[src/rtl/mem_dbus_bridge.sv]
// Data-side bridge from the MEM stage's single-cycle SRAM-style access to the
// request / address-ack / data-ack external data bus, with pipeline stall and flush draining.
module mem_dbus_bridge (
  input  logic        clk,
  input  logic        rst,
  input  logic        mem_ce_i,
  input  logic        mem_we_i,
  input  logic [3:0]  mem_sel_i,
  input  logic [31:0] mem_addr_i,
  input  logic [31:0] mem_data_i,
  input  logic        pipe_stall_i,
  input  logic        flush_i,
  output logic [31:0] mem_rdata_o,
  output logic        stall_req_o,
  output logic        data_req_o,
  output logic        data_wr_o,
  output logic [1:0]  data_size_o,
  output logic [3:0]  data_wstrb_o,
  output logic [31:0] data_addr_o,
  output logic [31:0] data_wdata_o,
  input  logic        data_addr_ok_i,
  input  logic        data_data_ok_i,
  input  logic [31:0] data_rdata_i,
  output logic [2:0]  dbg_state
);

  typedef enum logic [2:0] {
    S_IDLE  = 3'd0,
    S_REQ   = 3'd1,
    S_WAIT  = 3'd2,
    S_DONE  = 3'd3,
    S_DRAIN = 3'd4
  } state_t;

  state_t      state_q, state_d;
  logic        pend_q, pend_d;
  logic        latch_req, capture, clear_rdata;
  logic        req_we;
  logic [3:0]  req_sel;
  logic [1:0]  req_size;
  logic [31:0] req_addr, req_wdata, rdata_q;
  logic        sel_ok;
  logic [1:0]  dec_size, dec_off;

  // Byte-enable pattern to bus size and low address bits; other patterns never reach the bus.
  always_comb begin
    sel_ok   = 1'b1;
    dec_size = 2'd0;
    dec_off  = 2'd0;
    case (mem_sel_i)
      4'b0001: begin dec_size = 2'd0; dec_off = 2'd0; end
      4'b0010: begin dec_size = 2'd0; dec_off = 2'd1; end
      4'b0100: begin dec_size = 2'd0; dec_off = 2'd2; end
      4'b1000: begin dec_size = 2'd0; dec_off = 2'd3; end
      4'b0011: begin dec_size = 2'd1; dec_off = 2'd0; end
      4'b1100: begin dec_size = 2'd1; dec_off = 2'd2; end
      4'b0111, 4'b1110, 4'b1111: begin dec_size = 2'd2; dec_off = 2'd0; end
      default: sel_ok = 1'b0;
    endcase
  end

  // pend_q marks a DRAIN whose request has not yet been address-acked.
  always_comb begin
    state_d     = state_q;
    pend_d      = pend_q;
    latch_req   = 1'b0;
    capture     = 1'b0;
    clear_rdata = 1'b0;
    case (state_q)
      S_IDLE: begin
        if (mem_ce_i && !flush_i) begin
          if (sel_ok) begin
            state_d   = S_REQ;
            latch_req = 1'b1;
          end else begin
            state_d     = S_DONE;
            clear_rdata = 1'b1;
          end
        end
      end
      S_REQ: begin
        if (data_addr_ok_i) begin
          state_d = flush_i ? S_DRAIN : S_WAIT;
          pend_d  = 1'b0;
        end else if (flush_i) begin
          state_d = S_DRAIN;
          pend_d  = 1'b1;
        end
      end
      S_WAIT: begin
        if (data_data_ok_i) begin
          if (flush_i) begin
            state_d = S_IDLE;
          end else begin
            state_d = S_DONE;
            capture = 1'b1;
          end
        end else if (flush_i) begin
          state_d = S_DRAIN;
          pend_d  = 1'b0;
        end
      end
      S_DONE: begin
        if (flush_i || !pipe_stall_i) state_d = S_IDLE;
      end
      S_DRAIN: begin
        if (pend_q) begin
          if (data_addr_ok_i) pend_d = 1'b0;
        end else if (data_data_ok_i) begin
          state_d = S_IDLE;
        end
      end
      default: state_d = S_IDLE;
    endcase
  end

  always_ff @(posedge clk or negedge rst) begin
    if (!rst) begin
      state_q   <= S_IDLE;
      pend_q    <= 1'b0;
      req_we    <= 1'b0;
      req_sel   <= 4'd0;
      req_size  <= 2'd0;
      req_addr  <= 32'd0;
      req_wdata <= 32'd0;
      rdata_q   <= 32'd0;
    end else begin
      state_q <= state_d;
      pend_q  <= pend_d;
      if (latch_req) begin
        req_we    <= mem_we_i;
        req_sel   <= mem_sel_i;
        req_size  <= dec_size;
        req_addr  <= {mem_addr_i[31:2], dec_off};
        req_wdata <= mem_data_i;
      end
      if (capture) rdata_q <= data_rdata_i;
      else if (clear_rdata) rdata_q <= 32'd0;
    end
  end

  // Bus handshake: data_req_o is valid and data_addr_ok_i is ready; the request
  // transfers on a rising edge where both are high, and once raised data_req_o
  // with its fields stays stable until that edge, even across a flush.
  assign data_req_o   = (state_q == S_REQ) || ((state_q == S_DRAIN) && pend_q);
  assign data_wr_o    = req_we;
  assign data_size_o  = req_size;
  assign data_wstrb_o = req_sel;
  assign data_addr_o  = req_addr;
  assign data_wdata_o = req_wdata;

  assign mem_rdata_o  = (state_q == S_DONE) ? rdata_q : 32'd0;
  assign stall_req_o  = !flush_i && (((state_q == S_IDLE) && mem_ce_i) ||
                                     (state_q == S_REQ) || (state_q == S_WAIT) ||
                                     ((state_q == S_DRAIN) && mem_ce_i));
  assign dbg_state    = state_q;

endmodule

[config.mk]
export PLATFORM = sky130hd
export DESIGN_NAME = mem_dbus_bridge
export DESIGN_NICKNAME = d
export VERILOG_FILES = /design/src/rtl/mem_dbus_bridge.sv
export SDC_FILE = /design/constraint.sdc
export NUM_CORES = 1
export LEC_CHECK = 0
export ABC_AREA = 1
export BUFFER_PORTS_ARGS = -buffer_cell sky130_fd_sc_hd__clkbuf_2
export CAP_MARGIN = 5
export CELL_PAD_IN_SITES_DETAIL_PLACEMENT = 1
export CELL_PAD_IN_SITES_GLOBAL_PLACEMENT = 2
export CORE_ASPECT_RATIO = 0.7
export CORE_MARGIN = 2
export CORE_UTILIZATION = 27
export CTS_CLUSTER_DIAMETER = 40
export DETAILED_ROUTE_END_ITERATION = 8
export GPL_TIMING_DRIVEN = 0
export PLACE_DENSITY = 0.95
export SLEW_MARGIN = 20
export SYNTH_ARGS = -nofsm -noshare
export SYNTH_HDL_FRONTEND = slang
export SYNTH_SLANG_ARGS = --single-unit
[constraint.sdc]
create_clock -name clk -period 2.45 [get_ports clk]
set_input_delay 0.3675 -clock clk [delete_from_list [all_inputs] [get_ports clk]]
set_output_delay 0.3675 -clock clk [all_outputs]
set_load 0.01 [all_outputs]
==> flow_results.org <==
** Status
- Outcome :: finished clean

** Floorplanning
- In this run the count of I/O pins placed on the die edge is 216.
- Placeable core region :: 17100 µm²
- Effective utilization at floorplan :: 27.5%
- Total number of placement rows :: 40
- The floorplan step defined a die boundary enclosing 18600 µm².
- Die X-Extent :: 162 µm
- Vertical die dimension :: 115 µm

** Setup path
- Crit path kind :: reg -> out
- For the worst setup path, the data required time is 2.08 ns.
- RR Startpoint :: dbg_state[1]
- STA classifies the critical path endpoint as an output pin.
- Terminus of the critical flop-to-flop path :: rdata_q[25]
- Worst path cell trace :: inv_1, nand3_1, clkbuf_1, nor2_1, clkbuf_2
- Slack of the worst reg-to-reg path :: 0.70 ns
- Worst r2r path cells :: 7
- The worst setup path is launched from a register.
- The largest individual stage delay along the critical path comes from the cell dfrtp_1.
- Data arrives at the worst endpoint at 1.80 ns.
- For this run, the slowest stage of the critical path takes 0.45 ns.
- Worst-path fanout max :: 10

** Finish
- Inserted Diodes :: 0
- Once layout is complete, the utilization of the core stands at 37.4%.
- The top cell types in the final layout, fill and taps aside, are 225 x nand2_1, 212 x clkbuf_2, 107 x dfrtp_1, 101 x nand3_1, 43 x inv_1.
- Leaving out fill and tap cells, the most frequent cell in the layout is nand2_1.
- Final Instance Area :: 6400 µm²
- After the last flow step, the layout net total stands at 917.
- Cells with a size suffix above 1 make up 33.3% of the layout.
- P&R area growth vs syn :: 35.7%
- Final instance count without filler cells :: 1045

** Global routing
- The via count of the first global-routing pass is 4611.
- The initial antenna violation count is 0.
- Maximum number of pins on one net before global-route repair :: 57
- The first global-routing pass estimated 23.6 mm of wire.
- Total congestion overflow :: 0
- Global-route usage over all layers :: 16.0%

** CTS
- The clock passes through at most 2 buffers.
- Gates resized during post-CTS repair numbered 0.
- The clock reaches the later pin of the worst-skew pair after 0.35 ns.
- Post-CTS Repair Setup Buffers :: 0
- Clock H-tree levels :: 3
- Counting every sink on the clock net gives 107.
- In this run the clock root is driven by a clkbuf_16.
- Clock-pin slew reported for the worst setup and hold paths after clock tree synthesis :: 0.07 ns
- Clock tree from TritonCTS :: built
- TritonCTS Buffers :: 9

** Job
- Max-capacitance violation count :: 0

** STA
- Timing would allow up to 0.461 GHz.
- Max-Slew Margin vs Limit :: 66.8%
- Final critical path time including I/O delays and setup :: 2.17 ns
- Setup repair after global routing missed its margin :: false
- Number of slew-limit violations in the final report :: 0
- Setup violations remaining at the end of the flow were counted as 0.
- Least-Margin Pin Slew :: 0.497 ns
- Dividing the final minimum period by the clock period gives 88.5%.
- After layout, the worst setup slack is 0.282 ns.
- Across the routed clock network, the largest skew measured is 0.0112 ns.
- Final Hold Viols :: 0

** Yosys
- Synth area leaders :: dfrtp_1 57%, nand2_1 18%, nand3_1 11%, inv_1 3.4%, nor2_1 3.3%
- A synthesized cell averages 8.09 µm².
- Synth warn :: 0
- Summing every instance area after synthesis gives 4710 µm².
- Post-synthesis sequential area ratio :: 56.8%
- Net count after synthesis :: 691
- Area fraction of the dominant cell type after synthesis :: 56.8%
- Synthesis produced a netlist whose cell count is 583.
- After synthesis, the netlist uses 21 different library cells.
- The synthesized design spends more area on one cell type than any other, namely dfrtp_1.
- Register bit count reported by yosys :: 107

** Placement
- PortBufs :: 213
- Count of placed standard cells including taps :: 1028
- After detailed placement, the total cell area comes to 6110 µm².
- Routability-driven placement finished with a final weighted congestion of 0.745.
- Post-Place Setup Slack :: 0.655 ns
- DP Wirelength :: 11.5 mm

** Route
- Number of vias in the routed layout :: 4584
- The first detailed-routing pass took 4 iterations.
- Detailed router's first-iteration violation count :: 168
- Routed vias/inst :: 4.39
- Total detailed-routing wirelength :: 14.7 mm
- Routed wire length per instance :: 14.0 µm
- After detailed routing, the number of remaining DRC violations is 0.
- The count of nets left with antenna violations once routing finished came out at 0.

** Power
- Static leakage power :: 3.69 nW
- Maximum resistive drop on vdd :: 0.322 mV
- P per Cell Area :: 1090 nW/µm²
- Total power for the finished layout comes to 0.00699 W.

** Hold path
- In this run the most critical hold path is launched from data_rdata_i[21].
- The worst hold path terminates at rdata_q[21].
- Along the worst hold path, the cell count comes to 3.
- Class of the most critical hold timing path :: in -> reg
## cell usage after synthesis
cell type,n
a21oi_1,4
a31oi_1,1
buf_2,24
buf_4,4
buf_6,3
clkbuf_1,3
dfrtp_1,107
inv_1,43
inv_2,3
nand2_1,225
nand2_2,3
nand3_1,101
nand4_1,2
nor2_1,42
nor2_2,3
nor3_1,2
o211ai_1,1
o21ai_0,9
o221ai_1,1
o31ai_1,1
or2_2,1
## sequential cells by signal, indices dropped and copies added, names as in the netlist
| name | cells |
|---|---|
| dbg_state | 3 |
| pend_q | 1 |
| data_wstrb_o | 4 |
| data_size_o | 2 |
| rdata_q | 32 |
| data_addr_o | 32 |
| data_wr_o | 1 |
| data_wdata_o | 32 |
## report_power, final
group / leakage [nW] / switching (W) / internal [W]
sequential: 1.37 / 0.000480 / 0.00261
combinational: 2.18 / 0.00152 / 0.000990
clock: 0.138 / 0.000697 / 0.000707
total: 3.69 / 0.00269 / 0.00430
## final cells by class
type,instances,area [µm²]
sequential,107,2680
clock buffer,9,225
inverter,46,173
buffer,34,195
timing repair buffer,215,1110
tap,231,289
multi-input combinational,396,1670
clock inverter,7,58.8
fill,2178,10700
## worst max-delay path, delay by kind of cell, from the launching register on
family	cells	cell delay, ns
buffers and inverters	3	0.69
DFF	1	0.45
and+or+nand+nor	2	0.32
## worst max-delay path by stage
stage / slack [ns] / depth (start not counted) / endpoint / start
floorplan: 0.98 / 5 / stall_req_o / dbg_state[1]
global placement: -0.62 / 1 / data_wdata_o[30] / rst
detailed placement: 0.65 / 5 / mem_rdata_o[9] / dbg_state[2]
CTS: 0.26 / 5 / mem_rdata_o[9] / dbg_state[2]
global route: 0.1 / 5 / mem_rdata_o[9] / dbg_state[2]
finish: 0.28 / 5 / mem_rdata_o[24] / dbg_state[2]
## per-stage QoR
| step | hold slack, ns | setup TNS (ns) |
|---|---|---|
| 6_report | 0.218 | 0 |
| 5_1_grt | 0.215 | 0 |
| 4_1_cts | 0.202 | 0 |
| 3_5_place_dp | 0.375 | 0 |
| 3_3_place_gp | 0.454 | -64.72 |
| 2_1_floorplan | 0.0719 | 0 |
## layer usage
layer / global-route usage, % / up-vias / part of all wire, % / wire length [µm]
li1: - / 2270 / - / -
met1: 22.2 / 2182 / 48 / 6980
met2: 25.5 / 125 / 45 / 6670
met3: 4.09 / 7 / 6.2 / 908
met4: 3.54 / 0 / 0.85 / 125
met5: 0 / - / 0 / 0
## kinds of logic after synthesis
group / synth area share, %
simple gates: 33.4
buf+inv: 7.80
flops: 56.8
compound gates: 2.02
## timing repair
item / CTS / global route
endpoints found under the hold margin: 24 / 0
endpoints found under the setup margin: 0 / 0
hold buffers: 1 / 0
(Power assumes the default switching activity.)
